## config.mk

```make
export PLATFORM = sky130hd
export DESIGN_NAME = interrupt_controller
export DESIGN_NICKNAME = d
export VERILOG_FILES = /design/src/rtl/interrupt_controller.sv
export SDC_FILE = /design/constraint.sdc
export NUM_CORES = 1
export LEC_CHECK = 0
export BUFFER_PORTS_ARGS = -buffer_cell sky130_fd_sc_hd__clkbuf_2
export CAP_MARGIN = 0
export CORE_ASPECT_RATIO = 1.2
export CORE_UTILIZATION = 44
export DETAILED_ROUTE_END_ITERATION = 8
export PLACE_DENSITY_LB_ADDON = 0.2
export SLEW_MARGIN = 20
export SYNTH_ARGS = -nofsm -noshare
export SYNTH_HDL_FRONTEND = slang
export SYNTH_SLANG_ARGS = --single-unit
```

## constraint.sdc

```tcl
create_clock -name clk -period 1.5 [get_ports clk]
set_input_delay 0.225 -clock clk [delete_from_list [all_inputs] [get_ports clk]]
set_output_delay 0.225 -clock clk [all_outputs]
set_load 0.01 [all_outputs]
```

## src/rtl/interrupt_controller.sv

```systemverilog
// interrupt_controller: edge-triggered, fixed-priority vectored interrupt controller with an enable mask and a non-nesting IDLE/REQ/SERVICE handshake
// Ports:
//   clk             - sole clock, rising edge
//   reset           - asynchronous active-low reset
//   irq_in          - raw source lines; a rising edge raises a request
//   mask_we/mask_wd - enable-mask write strobe and data (bit=1 enables)
//   s_take          - control unit accepts the offered interrupt
//   s_finish_interr - return-from-interrupt executed
//   s_interruption  - interrupt offered to the control unit
//   vector          - ISR address of the offered/in-service source
//   active_id       - index of the offered/in-service source
//   in_service      - an ISR is executing
//   pending         - sticky pending flags
//   mask            - current enable mask
module interrupt_controller #(
  parameter int              NSRC     = 4,
  parameter int              AW       = 10,
  parameter logic [AW-1:0]   VBASE    = 10'h3C0,
  parameter int              VSTRIDE  = 4,
  parameter logic [NSRC-1:0] MASK_RST = {NSRC{1'b1}}
) (
  input  logic            clk,
  input  logic            reset,
  input  logic [NSRC-1:0] irq_in,
  input  logic            mask_we,
  input  logic [NSRC-1:0] mask_wd,
  input  logic            s_take,
  input  logic            s_finish_interr,
  output logic            s_interruption,
  output logic [AW-1:0]   vector,
  output logic [3:0]      active_id,
  output logic            in_service,
  output logic [NSRC-1:0] pending,
  output logic [NSRC-1:0] mask
);
  typedef enum logic [1:0] {IDLE, REQ, SERVICE} state_t;
  state_t          r_state;
  logic [NSRC-1:0] r_irq_prev;
  logic [NSRC-1:0] r_pending;
  logic [NSRC-1:0] r_mask;
  logic [3:0]      r_active_id;
  logic            r_irq;
  logic            r_insvc;
  logic [NSRC-1:0] w_edge;
  logic [NSRC-1:0] w_req;
  logic [NSRC-1:0] w_clr;
  logic [3:0]      w_sel;
  assign w_edge = irq_in & ~r_irq_prev;
  assign w_req  = r_pending & r_mask;
  // only the committed source is cleared; a coinciding edge re-sets it below
  assign w_clr  = (r_state == REQ && s_take) ? (NSRC'(1) << r_active_id) : '0;
  // lowest set index wins, so scan downward and let the last hit stick
  always_comb begin
    w_sel = '0;
    for (int i = NSRC - 1; i >= 0; i--)
      if (w_req[i]) w_sel = 4'(i);
  end
  always_ff @(posedge clk or negedge reset) begin
    if (!reset) begin
      r_state     <= IDLE;
      r_irq_prev  <= '0;
      r_pending   <= '0;
      r_mask      <= MASK_RST;
      r_active_id <= '0;
      r_irq       <= 1'b0;
      r_insvc     <= 1'b0;
    end else begin
      r_irq_prev <= irq_in;
      r_pending  <= (r_pending & ~w_clr) | w_edge;
      if (mask_we) r_mask <= mask_wd;
      case (r_state)
        IDLE: if (|w_req) begin
          r_active_id <= w_sel;
          r_state     <= REQ;
          r_irq       <= 1'b1;
        end
        REQ: if (s_take) begin
          r_state <= SERVICE;
          r_irq   <= 1'b0;
          r_insvc <= 1'b1;
        end
        SERVICE: if (s_finish_interr) begin
          r_state <= IDLE;
          r_insvc <= 1'b0;
        end
        default: r_state <= IDLE;
      endcase
    end
  end
  // AW-bit add wraps silently
  assign vector         = VBASE + AW'(int'(r_active_id) * VSTRIDE);
  assign s_interruption = r_irq;
  assign in_service     = r_insvc;
  assign active_id      = r_active_id;
  assign pending        = r_pending;
  assign mask           = r_mask;
endmodule
```

==> impl_metrics.tcl <==
set metrics [dict create \
    ir_drop_mv 0.7776 \
    vias_per_cell 5.119 \
    multi_input_area_um2 267.8 \
    setup_viol 0 \
    portBuffers 26 \
    min_period_ns 1.262 \
    post_drt_wl_per_cell_um 13.00 \
    die_width_um 41.07 \
    die_area_um2 2007 \
    initial_core_util_pct 47.92 \
    synth_area_leaders "dfrtp_1 43%, dfstp_2 13%, buf_4 11%" \
    slowest_stage "dfrtp_1" \
    yosysSeqAreaShare_pct 56.52 \
    nets 114 \
    dieHeight_um 48.88 \
    syn_area_um2 805.8 \
    synth_top_cell_by_area "dfrtp_1" \
    path_clk_slew_ns 0.10 \
    max_stage_delay_ns 0.43 \
    grt_antenna_before_repair 0 \
    firstDrtPassIters 4 \
    worstSetupPathType "reg2reg" \
    synth.avg_cell_area_um2 11.04 \
    design.core.area_um2 1682 \
    layout-drive-gt1-share_pct 35.00 \
    ant_nets 0 \
    cts_setup_buffers 0 \
    regArea_um2 455.4 \
    rsz0062_at_grt "no" \
    cts-root-buf "clkbuf_4" \
    crit_arrival_ns 1.45 \
    drv_slew 0 \
    globalplace.congestion 0.6875 \
    h-tree-depth 1 \
    ys_types 20 \
    insertion_delay_ns 0.29 \
    layoutNonFillerInstCount 118 \
    synth_top_area_share_pct 43.48 \
    route.detailed.drc 0 \
    drtIter0Drc 8 \
    fillCellCount 157 \
    crit_path_end_kind "flip-flop" \
    grt_pass1_wl_um 2332 \
    grtUsageTotal_pct 17.43 \
    powerDensity_nw_per_um2 1739 \
    num_vias 604 \
    clk_path_buf_depth 2 \
    hold_viol 0 \
    worst_clock_skew_ns 0.004812 \
    cp-start-kind "flip-flop" \
    synthCells 73 \
    path_buf_inv 0 \
    wl_um 1534 \
    setup_slack_ns 0.2379 \
    syn2layout_area_growth_pct 15.99 \
    place_inst 113 \
    io_pins 37 \
    ys_ff_latch 18 \
    worstPathCellList "a22o_1 -> a221o_1 -> a22o_1" \
    dp_slack_ns 0.2598 \
    max_freq_ghz 0.7923 \
    hp-class "in2reg" \
    yosysWarnings 0 \
    first_global_vias 542 \
    numCtsBuffers 3 \
    num_rows 16 \
    setup_tns_ns 0 \
    crit_family "compound AO/OA/AOI/OAI gates" \
    outcome "complete, no violations" \
    grt_overflow 0 \
    place_area_um2 898.4 \
    crit_path_max_fanout 4 \
    dpl.hpwl_um 1113 \
    crit_required_ns 1.68 \
    cpMostUsedCell "a22o_1" \
    cts.sinks 18 \
    cellLeakagePower_nw 0.4643 \
    antenna_cells 0 \
    period_share_pct 84.14 \
    cts_tree "built" \
    drv_cap 0 \
    grt_max_degree 19 \
    fin_area_um2 934.6 \
]
[cell usage after synthesis]
cell type / count
dfrtp_1: 14
mux2_2: 2
o31ai_1: 4
a21oi_1: 5
conb_1: 2
nand2b_1: 1
a221o_1: 1
o21ai_1: 5
nand3b_1: 1
buf_4: 12
o21ai_0: 1
o21a_1: 1
mux2_1: 2
inv_1: 6
nor2_1: 1
nor2b_1: 1
a32o_1: 1
a22o_1: 3
nand2_1: 6
dfstp_2: 4
[metal layers]
layer	wire (um)	up-vias	part of all wire [%]	GRT usage, %
met5	0	-	0	0
met4	31	0	2.0	8.333
met3	85	4	5.5	5.023
met2	755	29	49	26.82
met1	661	288	43	21.15
li1	-	283	-	-
[worst register-to-register path, cell delays in order (launching register included)]
cell and delay, ns:
dfrtp_1 0.43, a22o_1 0.23, a221o_1 0.29, a22o_1 0.21
[sequential cells by signal (all words and copies together) (netlist names)]
register / cells
s_interruption: 1
pending: 4
active_id: 2
r_irq_prev: 4
r_state: 2
in_service: 1
mask: 4
[power breakdown]
part / total (W) / switching [W] / internal [W]
clock: 0.000250 / 0.000147 / 0.000103
combinational: 0.000558 / 0.000304 / 0.000254
sequential: 0.000817 / 0.000182 / 0.000636
total: 0.00163 / 0.000632 / 0.000993
[cell type report]
cell class | instances | area share, %
flip-flops and latches | 18 | 48.73
multi-input cells | 45 | 28.65
repair buffers | 27 | 14.99
clock buffers | 4 | 2.811
inverters | 6 | 2.410
well taps | 18 | 2.410
[path summary, 6_finish.rpt]
kind                               startpoint             end  cells after the start  slack (ns)
worst max-delay path               pending[3]  s_interruption                      3        0.24
worst min-delay path                irq_in[3]   r_irq_prev[3]                      1        0.05
worst max register to register     pending[3]  s_interruption                      3        0.24
worst min register to register  r_irq_prev[3]      pending[3]                      1        0.41
max in group asynchronous               reset         mask[1]                      2        0.74
min in group asynchronous               reset      in_service                      2        0.41
[cell families (layout without fill, tap and decap cells)]
family / after synthesis / count (layout) / share of synthesized area (%)
other: 2 / 10 / 0.9320
and+or+nand+nor: 10 / 10 / 5.746
muxes: 4 / 4 / 5.590
DFF: 18 / 18 / 56.52
buffers and inverters: 18 / 37 / 13.98
AOI/OAI and AO/OA: 21 / 21 / 17.24
[stage by stage]
step / hold slack, ns / util, % / power (W)
5_1_grt: 0.03231 / 55.58 / 0.001756
6_report: 0.04559 / 55.58 / 0.001625
3_5_place_dp: 0.1878 / 53.42 / 0.001380
2_1_floorplan: -0.07059 / - / 0.001177
3_3_place_gp: 0.1830 / 53.42 / 0.001353
4_1_cts: 0.03548 / 55.58 / 0.001634
[layout by cell type (no fill, tap or decap), drive strengths merged]
cell	instances
nand2b	1
a22o	3
a32o	1
dfrtp	14
conb	10
o21a	1
nor2	1
inv	6
nand3b	1
a21oi	5
mux2	4
nor2b	1
dlygate4sd3	1
o21ai	6
dfstp	4
o31ai	4
clkbuf	30
a221o	1
nand2	6
[timing repair]
item,4_1_cts,5_1_grt
endpoints found under the setup margin,0,0
endpoints found under the hold margin,14,0
hold buffers,1,0
gates resized for setup,0,0
Note: power is estimated with default switching activity, not from simulation.
